File: config.mk
export PLATFORM = sky130hd
export DESIGN_NAME = uncache_handler_flat
export DESIGN_NICKNAME = d
export VERILOG_FILES = /design/src/rtl/uncache_handler_pkg.sv /design/src/rtl/uncache_handler_if.sv /design/src/rtl/uncache_lane_align.sv /design/src/rtl/uncache_handler.sv /design/src/flat_wrapper.sv
export SDC_FILE = /design/constraint.sdc
export NUM_CORES = 1
export LEC_CHECK = 0
export BUFFER_PORTS_ARGS = -buffer_cell sky130_fd_sc_hd__buf_2
export CORE_AREA = 2 2 81 141
export CTS_CLUSTER_DIAMETER = 200
export DETAILED_ROUTE_END_ITERATION = 8
export DIE_AREA = 0 0 83 143
export PLACE_DENSITY = 0.79
export SETUP_SLACK_MARGIN = 0.1
export SYNTH_ARGS = -nofsm -noshare
export SYNTH_HDL_FRONTEND = slang
export SYNTH_SLANG_ARGS = --single-unit
File: constraint.sdc
create_clock -name clk -period 2.3 [get_ports clk]
set_clock_uncertainty 0.05 [all_clocks]
set_input_delay 0.69 -clock clk [delete_from_list [all_inputs] [get_ports clk]]
set_output_delay 0.69 -clock clk [all_outputs]
set_load 0.005 [all_outputs]
File: src/rtl/uncache_handler_pkg.sv
// Shared LSU types for the uncached-access engine: access sizes, handler states,
// bus size codes and the byte-strobe helper.
package uncache_handler_pkg;

    typedef enum logic [1:0] {
        s_nil  = 2'd0,
        s_byte = 2'd1,
        s_half = 2'd2,
        s_word = 2'd3
    } Size;

    typedef enum logic [1:0] {
        IDLE = 2'd0,
        REQ  = 2'd1,
        RESP = 2'd2,
        DONE = 2'd3
    } uh_state_t;

    localparam logic [2:0] USIZE_BYTE = 3'b000;
    localparam logic [2:0] USIZE_HALF = 3'b001;
    localparam logic [2:0] USIZE_WORD = 3'b010;

    // Halfwords ignore addr[0]; a misaligned half is trapped before it gets here.
    function automatic logic [3:0] size2strobe(input Size size, input logic [1:0] addr);
        logic [3:0] strobe;
        strobe = 4'b0000;
        case (size)
            s_byte:  strobe = 4'b0001 << addr;
            s_half:  strobe = 4'b0011 << {addr[1], 1'b0};
            s_word:  strobe = 4'b1111;
            default: strobe = 4'b0000;
        endcase
        return strobe;
    endfunction

endpackage

File: src/rtl/uncache_handler_if.sv
// Request/response bundle between the write/read buffers, the uncached handler
// and the memory bus. The handler takes the master view, its environment the slave view.
interface uncache_handler_if
    import uncache_handler_pkg::*;
#(
    parameter int ADDR_W = 32,
    parameter int DATA_W = 32
);

    logic              w;
    logic [ADDR_W-1:0] waddr;
    Size               wsize;
    logic [DATA_W-1:0] wdata;
    logic              wready;

    logic              rvalid;
    logic [ADDR_W-1:0] raddr;
    Size               rsize;
    logic              rready;
    logic              uready;
    logic              uvalid;
    logic [DATA_W-1:0] udata;

    logic              m_uvalid;
    logic              m_uwen;
    logic [ADDR_W-1:0] m_uaddr;
    logic [DATA_W-1:0] m_udata;
    logic [3:0]        m_ustrobe;
    logic [2:0]        m_usize;
    logic              m_uready;
    logic              m_mready;
    logic              m_mvalid;
    logic [DATA_W-1:0] m_mdata;

    modport master (
        input  w, waddr, wsize, wdata,
        input  rvalid, raddr, rsize, rready,
        input  m_mready, m_mvalid, m_mdata,
        output wready, uready, uvalid, udata,
        output m_uvalid, m_uwen, m_uaddr, m_udata, m_ustrobe, m_usize, m_uready
    );

    modport slave (
        output w, waddr, wsize, wdata,
        output rvalid, raddr, rsize, rready,
        output m_mready, m_mvalid, m_mdata,
        input  wready, uready, uvalid, udata,
        input  m_uvalid, m_uwen, m_uaddr, m_udata, m_ustrobe, m_usize, m_uready
    );

endinterface

File: src/rtl/uncache_lane_align.sv
// Combinational lane steering: moves right-aligned store data onto its byte lanes
// and derives the bus byte enables and size code from the access size and address.
module uncache_lane_align
    import uncache_handler_pkg::*;
(
    input  Size         size,
    input  logic [1:0]  addr,
    input  logic [31:0] wdata,
    output logic [31:0] lane_data,
    output logic [3:0]  strobe,
    output logic [2:0]  usize
);

    always_comb begin
        lane_data = 32'd0;
        usize     = USIZE_BYTE;
        strobe    = size2strobe(size, addr);
        case (size)
            s_byte: begin
                lane_data = {24'd0, wdata[7:0]} << {addr, 3'b000};
                usize     = USIZE_BYTE;
            end
            s_half: begin
                lane_data = {16'd0, wdata[15:0]} << {addr[1], 4'b0000};
                usize     = USIZE_HALF;
            end
            s_word: begin
                lane_data = wdata;
                usize     = USIZE_WORD;
            end
            default: begin
                lane_data = 32'd0;
                usize     = USIZE_BYTE;
            end
        endcase
    end

endmodule

File: src/rtl/uncache_handler.sv
// Uncached-access engine: runs one uncached store or load at a time on the memory bus.
// Define UHANDLER_RR_ARB_EN for round-robin store/load arbitration (default: store first).
module uncache_handler
    import uncache_handler_pkg::*;
#(
    parameter int ADDR_W = 32,
    parameter int DATA_W = 32
) (
    input logic               clk,
    input logic               resetn,
    uncache_handler_if.master uif
);

    localparam logic [1:0] ST_IDLE = IDLE;
    localparam logic [1:0] ST_REQ  = REQ;
    localparam logic [1:0] ST_RESP = RESP;
    localparam logic [1:0] ST_DONE = DONE;

    logic [1:0]        state_reg;
    logic [ADDR_W-1:0] addr_reg;
    Size               size_reg;
    logic [DATA_W-1:0] wdata_reg;
    logic              wen_reg;
    logic [DATA_W-1:0] udata_reg;
    logic              wready_reg;
    logic              uready_reg;

    logic w_req;
    logic r_req;
    logic grant_w;
    logic grant_r;

    // The store stays asserted during its wready cycle; masking it avoids replaying it.
    assign w_req   = uif.w & ~wready_reg;
    assign r_req   = uif.rvalid;
    assign grant_r = r_req & ~grant_w;

`ifdef UHANDLER_RR_ARB_EN
    logic load_first_reg;

    assign grant_w = w_req & (~r_req | ~load_first_reg);

    always_ff @(posedge clk or negedge resetn) begin
        if (!resetn) begin
            load_first_reg <= 1'b0;
        end else if (state_reg == ST_IDLE && w_req && r_req) begin
            load_first_reg <= ~load_first_reg;
        end
    end
`else
    assign grant_w = w_req;
`endif

    always_ff @(posedge clk or negedge resetn) begin
        if (!resetn) begin
            state_reg  <= ST_IDLE;
            addr_reg   <= '0;
            size_reg   <= s_nil;
            wdata_reg  <= '0;
            wen_reg    <= 1'b0;
            udata_reg  <= '0;
            wready_reg <= 1'b0;
            uready_reg <= 1'b0;
        end else begin
            wready_reg <= 1'b0;
            uready_reg <= 1'b0;
            case (state_reg)
                ST_IDLE: begin
                    if (grant_w) begin
                        addr_reg  <= uif.waddr;
                        size_reg  <= uif.wsize;
                        wdata_reg <= uif.wdata;
                        wen_reg   <= 1'b1;
                        if (uif.wsize == s_nil) begin
                            wready_reg <= 1'b1;
                        end else begin
                            state_reg <= ST_REQ;
                        end
                    end else if (grant_r) begin
                        addr_reg   <= uif.raddr;
                        size_reg   <= uif.rsize;
                        wdata_reg  <= '0;
                        wen_reg    <= 1'b0;
                        uready_reg <= 1'b1;
                        if (uif.rsize == s_nil) begin
                            udata_reg <= '0;
                            state_reg <= ST_DONE;
                        end else begin
                            state_reg <= ST_REQ;
                        end
                    end
                end
                ST_REQ: begin
                    if (uif.m_mready) begin
                        state_reg <= ST_RESP;
                    end
                end
                ST_RESP: begin
                    if (uif.m_mvalid) begin
                        if (wen_reg) begin
                            wready_reg <= 1'b1;
                            state_reg  <= ST_IDLE;
                        end else begin
                            udata_reg <= uif.m_mdata;
                            state_reg <= ST_DONE;
                        end
                    end
                end
                ST_DONE: begin
                    if (uif.rready) begin
                        state_reg <= ST_IDLE;
                    end
                end
                default: state_reg <= ST_IDLE;
            endcase
        end
    end

    uncache_lane_align u_lane_align (
        .size      (size_reg),
        .addr      (addr_reg[1:0]),
        .wdata     (wdata_reg),
        .lane_data (uif.m_udata),
        .strobe    (uif.m_ustrobe),
        .usize     (uif.m_usize)
    );

    // Handshake outputs decode straight from the state register so reset clears them at once.
    assign uif.m_uvalid = (state_reg == ST_REQ);
    assign uif.m_uready = (state_reg == ST_RESP);
    assign uif.uvalid   = (state_reg == ST_DONE);
    assign uif.m_uwen   = wen_reg;
    assign uif.m_uaddr  = addr_reg;
    assign uif.udata    = udata_reg;
    assign uif.wready   = wready_reg;
    assign uif.uready   = uready_reg;

endmodule

File: src/flat_wrapper.sv
// flat-port wrapper written by rule: the top's interface ports become plain ports
module uncache_handler_flat import uncache_handler_pkg::*;
#(
    parameter int ADDR_W = 32,
    parameter int DATA_W = 32
)
  (clk, resetn, uif_w, uif_waddr, uif_wsize, uif_wdata, uif_rvalid, uif_raddr, uif_rsize, uif_rready, uif_m_mready, uif_m_mvalid, uif_m_mdata, uif_wready, uif_uready, uif_uvalid, uif_udata, uif_m_uvalid, uif_m_uwen, uif_m_uaddr, uif_m_udata, uif_m_ustrobe, uif_m_usize, uif_m_uready);
  uncache_handler_if #(.ADDR_W(ADDR_W), .DATA_W(DATA_W)) uif_i ();
  input logic clk;
  input logic resetn;
  input wire logic [$bits(uif_i.w)-1:0] uif_w;
  input wire logic [$bits(uif_i.waddr)-1:0] uif_waddr;
  input wire logic [$bits(uif_i.wsize)-1:0] uif_wsize;
  input wire logic [$bits(uif_i.wdata)-1:0] uif_wdata;
  input wire logic [$bits(uif_i.rvalid)-1:0] uif_rvalid;
  input wire logic [$bits(uif_i.raddr)-1:0] uif_raddr;
  input wire logic [$bits(uif_i.rsize)-1:0] uif_rsize;
  input wire logic [$bits(uif_i.rready)-1:0] uif_rready;
  input wire logic [$bits(uif_i.m_mready)-1:0] uif_m_mready;
  input wire logic [$bits(uif_i.m_mvalid)-1:0] uif_m_mvalid;
  input wire logic [$bits(uif_i.m_mdata)-1:0] uif_m_mdata;
  output wire logic [$bits(uif_i.wready)-1:0] uif_wready;
  output wire logic [$bits(uif_i.uready)-1:0] uif_uready;
  output wire logic [$bits(uif_i.uvalid)-1:0] uif_uvalid;
  output wire logic [$bits(uif_i.udata)-1:0] uif_udata;
  output wire logic [$bits(uif_i.m_uvalid)-1:0] uif_m_uvalid;
  output wire logic [$bits(uif_i.m_uwen)-1:0] uif_m_uwen;
  output wire logic [$bits(uif_i.m_uaddr)-1:0] uif_m_uaddr;
  output wire logic [$bits(uif_i.m_udata)-1:0] uif_m_udata;
  output wire logic [$bits(uif_i.m_ustrobe)-1:0] uif_m_ustrobe;
  output wire logic [$bits(uif_i.m_usize)-1:0] uif_m_usize;
  output wire logic [$bits(uif_i.m_uready)-1:0] uif_m_uready;
  assign uif_i.w = uif_w;
  assign uif_i.waddr = uif_waddr;
  assign uif_i.wsize = uif_wsize;
  assign uif_i.wdata = uif_wdata;
  assign uif_i.rvalid = uif_rvalid;
  assign uif_i.raddr = uif_raddr;
  assign uif_i.rsize = uif_rsize;
  assign uif_i.rready = uif_rready;
  assign uif_i.m_mready = uif_m_mready;
  assign uif_i.m_mvalid = uif_m_mvalid;
  assign uif_i.m_mdata = uif_m_mdata;
  assign uif_wready = uif_i.wready;
  assign uif_uready = uif_i.uready;
  assign uif_uvalid = uif_i.uvalid;
  assign uif_udata = uif_i.udata;
  assign uif_m_uvalid = uif_i.m_uvalid;
  assign uif_m_uwen = uif_i.m_uwen;
  assign uif_m_uaddr = uif_i.m_uaddr;
  assign uif_m_udata = uif_i.m_udata;
  assign uif_m_ustrobe = uif_i.m_ustrobe;
  assign uif_m_usize = uif_i.m_usize;
  assign uif_m_uready = uif_i.m_uready;
  uncache_handler #(.ADDR_W(ADDR_W), .DATA_W(DATA_W)) u_core (.clk(clk), .resetn(resetn), .uif(uif_i));
endmodule
* After elaboration in Yosys (flattened, before gate mapping) *
Index checks and enable logic that the tools add are counted.

cells by class
  shifts and indexed selects = 4
  bitwise operators = 4
  equal/unequal tests = 15
  order comparisons = 0
  $mul = 0
  muxes and demuxes = 34
  add/subtract/negate cells = 0
  reductions and logical operators = 8
  div/mod/pow operators = 0

operators with widths
  operator               number
  $mux W32               9
  $pmux W32 S3           1
  $pmux W32 S2           1
  $shl A16 B5 Y32        1
  $shl A8 B5 Y32         1
  $mux W2                10
  $pmux W4 S3            1
  $ne A2 B2 Y1 const B   5
  $mux W1                9
  $eq A2 B2 Y1 const B   4
  $pmux W2 S4            1
  $logic_not A2 Y1       3
  $reduce_and A6 Y1      1
  $reduce_and A5 Y1      1
  $eq A2 B1 Y1 const B   2
  $ne A2 B1 Y1 const B   2
  $pmux W2 S2            1
  $reduce_bool A2 Y1     2
  $shl A1 B2 Y4 const A  1
  $shl A2 B2 Y4 const A  1
  $ne A3 B1 Y1 const B   1
  $ne A3 B3 Y1 const B   1
  $and A1 B1 Y1          2
  $not A1 Y1             2
  2 further kinds        2

word-level totals
  ROM bits = 0
  RAM bits = 0
  output and inout bits = 109
  bits in latches = 0
  bits in registers = 103
  memories = 0

* Logic depth before layout (Yosys ltp) *
  word-level depth = 7
  mapped depth = 6
  depth with buffers taken out = 3

* Hierarchy *
From an unflattened synthesis, not the netlist that was laid out.

unflattened totals
  cell total of the unflattened synthesis = 401
  area, all modules = 4695.8 um2

modules (own cells, without submodules)
  module              times used  cells each  area each (um2)
  uncache_handler     1           323         4117.7
  uncache_lane_align  1           78          578.1

* Worst setup path after synthesis *
OpenSTA, ideal clock, no wires.

  kind = register -> output
  start = register u_core.size_reg[1]
  end = output port uif_m_udata[31]
  slack = 0.230 ns
  stages on the path, launching flop included = 6
  arrival = 1.330 ns
  cells stage by stage = dfrtp_1 -> buf_2 -> and2_1 -> buf_2 -> buf_2 -> a221o_1

on the way
  longest elaborated chain between the ends = 2
  elaborated cells between the ends (all ways) = 4

RTL lines
  what                                          RTL line                  text
  start, declared                               uncache_handler.sv:21     Size size_reg;
  start signal, assigned                        uncache_handler.sv:58     size_reg <= s_nil;
  start signal, assigned                        uncache_handler.sv:71     size_reg <= uif.wsize;
  start signal, assigned                        uncache_handler.sv:81     size_reg <= uif.rsize;
  $eq A2 B2 Y1 or $eq A2 B1 Y1 (tied branches)  uncache_lane_align.sv:18  case (size)
  $pmux W32 S3 (*)                              uncache_lane_align.sv:18
  end, declared                                 flat_wrapper.sv:29        output wire logic [$bits(uif_i.m_udata)-1:0] uif_m_udata;

Every way passes the cells marked *; elsewhere a longest branch is shown, timed or not.

* Final worst setup path *
  start = register u_core.size_reg[1]
  end = output port uif_m_udata[10]

The elaborated chain is that of the path after synthesis.

==> results.yml <==
synthesis:
  synth_compound_area_share_pct: 19.3
  yosys.area_share.simple_pct: 5.95
  synthMuxAreaShare_pct: 16.1
  synth_cells: 353
  yosysWarnings: 0
  yosys.cell_types.count: 39
  syn_nets: 492
  synth_area_per_cell_um2: 13.6
  ys_ff_latch: 103
  synth_fa_ha_area_share_pct: 0
  synth_top_family_by_area: "compound AO/OA/AOI/OAI gates"
  synth_area_um2: 4800
  yosysSeqAreaShare_pct: 53.7
  synthXorXnorAreaFrac_pct: 0
power_and_ir_drop:
  p_leak_uw: 0.00347
  pwr_density_cell_nw_per_um2: 1290
  peakVddDrop_mv: 0.798
cts:
  postCtsHoldBufs: 0
  cts_tree: "built"
  insertion_delay_ns: 0.33
  cts_root_buf: "clkbuf_16"
  clockBufferDepth: 2
  clock_sinks: 103
  h-tree-depth: 3
  clk_pin_slew_ns: 0.07
  numCtsBuffers: 9
run_status:
  violations: "setup timing"
  status: "finished with violations"
critical_path:
  worstPathCellList: "buf_6 > nor4_4 > buf_4 > a22o_1 > buf_2"
  start_kind: "flip-flop"
  cp_slowest_cell: "dfrtp_2"
  end_kind: "primary output"
  timing.rr.start: "u_core.state_reg[0]$_DFFE_PN0P_"
  reg2reg_to: "u_core.uif.udata[17]$_DFFE_PN0P_"
  worstPathArrival_ns: 1.65
  crit_path_max_fanout: 6
  critPathKind: "reg2out"
  crit_family: "flip-flops"
  critPathBufInv: 3
  ff2ff_path_depth: 3
  worstPathRequired_ns: 1.56
  cp_slowest_stage_delay_ns: 0.45
  reg2reg_setup_slack_ns: 0.34
die:
  die_h_um: 143
  pin_count: 248
  start_util_pct: 44.9
  fp-row-count: 50
  die_w_um: 83
  core_um2: 10700
  die-area_um2: 11900
grt:
  grt_pass1_wl_um: 21300
  grt_max_degree: 45
  grt_use_total_pct: 22.6
  grt_overflow_total: 0
  antenna_found_initial: 0
  grt_pass1_vias: 4276
cells_and_area:
  nFillCells: 847
  nNetsFinal: 741
  area_delta_synth_final_pct: 37.3
  drive_above_1_share_pct: 58.2
  diodes: 0
  design_area_um2: 6590
routing:
  vias: 4034
  wl_um: 13500
  drt_iter0_markers: 117
  remaining_drc_errors: 0
  via_per_inst: 5.47
  postRouteAntennaNets: 0
  wl_per_cell_um: 18.4
  dr.pass1.iters: 4
placed_design:
  place_congestion: 0.904
  dp_slack_ns: 0.128
  dpl.hpwl_um: 10300
  postPlaceCellArea_um2: 6150
  io_buffers: 246
sta:
  timing.final.ws_setup_ns: -0.0944
  setup_viol: 21
  drv_slew: 0
  finalHoldViolations: 0
  tightestPinTransition_ns: 0.934
  rsz0062_at_grt: "yes"
  period_share_pct: 104
  maxSlewHeadroom_pct: 37.6
  clock.fmax_mhz: 418
  period_minus_slack_ns: 2.39
flow_run:
  maxCapViolCount: 0
min_path:
  hold_path_class: "in2async"
-- cell usage after synthesis --
cell | count | area (µm²)
o21bai_1 | 2 | 15.0
mux2_1 | 25 | 282
nor2_1 | 3 | 11.3
nor2_8 | 1 | 20.0
a21boi_1 | 1 | 7.51
buf_4 | 1 | 7.51
o21a_1 | 1 | 7.51
conb_1 | 1 | 3.75
nor2b_1 | 12 | 75.1
and2_1 | 12 | 75.1
inv_1 | 5 | 18.8
o2bb2ai_1 | 1 | 8.76
nor4bb_1 | 1 | 10.0
nor3b_1 | 1 | 7.51
a32o_1 | 2 | 20.0
or3_1 | 1 | 6.26
a21o_1 | 1 | 7.51
nor3_1 | 1 | 5.00
or2_2 | 1 | 6.26
clkbuf_1 | 3 | 11.3
buf_6 | 11 | 124
nor2b_4 | 1 | 13.8
mux2_2 | 39 | 439
a32oi_1 | 1 | 8.76
nor4_4 | 1 | 21.3
nand2b_1 | 1 | 6.26
a21oi_1 | 3 | 15.0
buf_2 | 15 | 75.1
a221o_1 | 8 | 80.1
dfrtp_1 | 103 | 2580
o21ai_0 | 2 | 10.0
a22o_1 | 80 | 701
o31ai_1 | 1 | 7.51
nand2_1 | 2 | 7.51
nor3_2 | 1 | 10.0
a41oi_4 | 1 | 27.5
mux2i_1 | 5 | 50.1
o21ai_2 | 1 | 8.76
and4b_1 | 1 | 10.0
-- worst max-delay path by stage --
stage | startpoint | cells past startpoint | end
3_3_place_gp | u_core.size_reg[1]$_DFFE_PN0P_ | 3 | uif_m_ustrobe[3]
5_1_grt | u_core.size_reg[1]$_DFFE_PN0P_ | 5 | uif_m_udata[10]
4_1_cts | u_core.size_reg[1]$_DFFE_PN0P_ | 5 | uif_m_udata[8]
6_report | u_core.size_reg[1]$_DFFE_PN0P_ | 5 | uif_m_udata[10]
3_5_place_dp | u_core.size_reg[1]$_DFFE_PN0P_ | 3 | uif_m_ustrobe[3]
2_1_floorplan | u_core.size_reg[1]$_DFFE_PN0P_ | 5 | uif_m_udata[31]
-- what timing repair did --
action,4_1_cts,5_1_grt
buffers inserted,6,1
cloned,3,0
pin swaps,14,5
resized for setup,20,17
endpoints found under the setup margin,36,36
-- cells by family after synthesis --
family / after synthesis
mux: 69
compound gates: 105
flops: 103
other cells: 1
buf+inv: 35
simple gates: 40
-- layout make-up --
cell class	instances	area, µm²	share of cell area (%)
Multi-Input combinational cell	216	2090	31.7
Timing Repair Buffer	267	1460	22.1
Inverter	5	18.8	0.285
Clock inverter	5	38.8	0.589
Sequential cell	103	2580	39.2
Clock buffer	11	243	3.68
Tap cell	130	163	2.47
-- per-stage QoR --
| stage | utilization, % | hold slack [ns] | TNS (ns) | cells | power (µW) |
|---|---|---|---|---|---|
| after floorplan | - | 0.344 | 0 | 353 | 5280 |
| after global placement | 57.5 | 0.428 | 0 | 711 | 6660 |
| after detailed placement | 57.5 | 0.427 | 0 | 711 | 6800 |
| after CTS | 61.0 | 0.238 | -0.823 | 736 | 8440 |
| after global routing | 61.6 | 0.257 | -3.35 | 737 | 9080 |
| final | 61.6 | 0.232 | -1.28 | 737 | 8530 |
-- layout by cell type (no fill, tap or decap), types with 2 or more instances in the layout --
cell,Yosys,layout
nand2_1,2,2
a21oi_1,3,2
inv_1,5,2
dfrtp_1,103,98
buf_2,15,245
a221o_1,8,8
and4b_2,0,2
nor2_1,3,3
and2_1,12,3
a32o_1,2,2
inv_2,0,3
buf_12,0,4
mux2i_1,5,5
and2_4,0,9
inv_6,0,3
clkbuf_16,0,9
buf_6,11,4
dfrtp_2,0,5
mux2_1,25,25
a22o_1,80,80
buf_4,1,14
o21ai_0,2,2
mux2_2,39,39
nor2b_1,12,11
-- routing by layer --
metal	GRT usage (%)	vias to the layer above	share of wire, %
met3	4.22	50	5.9
met5	0	-	0
met1	25.3	1930	36
met4	12.8	0	5.0
met2	40.2	218	53
li1	-	1836	-
-- power by group --
group	switching (µW)	total, µW	internal, µW
Combinational	1620	3760	2140
Sequential	711	3350	2630
Clock	654	1430	774
Total	2990	8530	5550
Power figures use the tool's default switching activity.
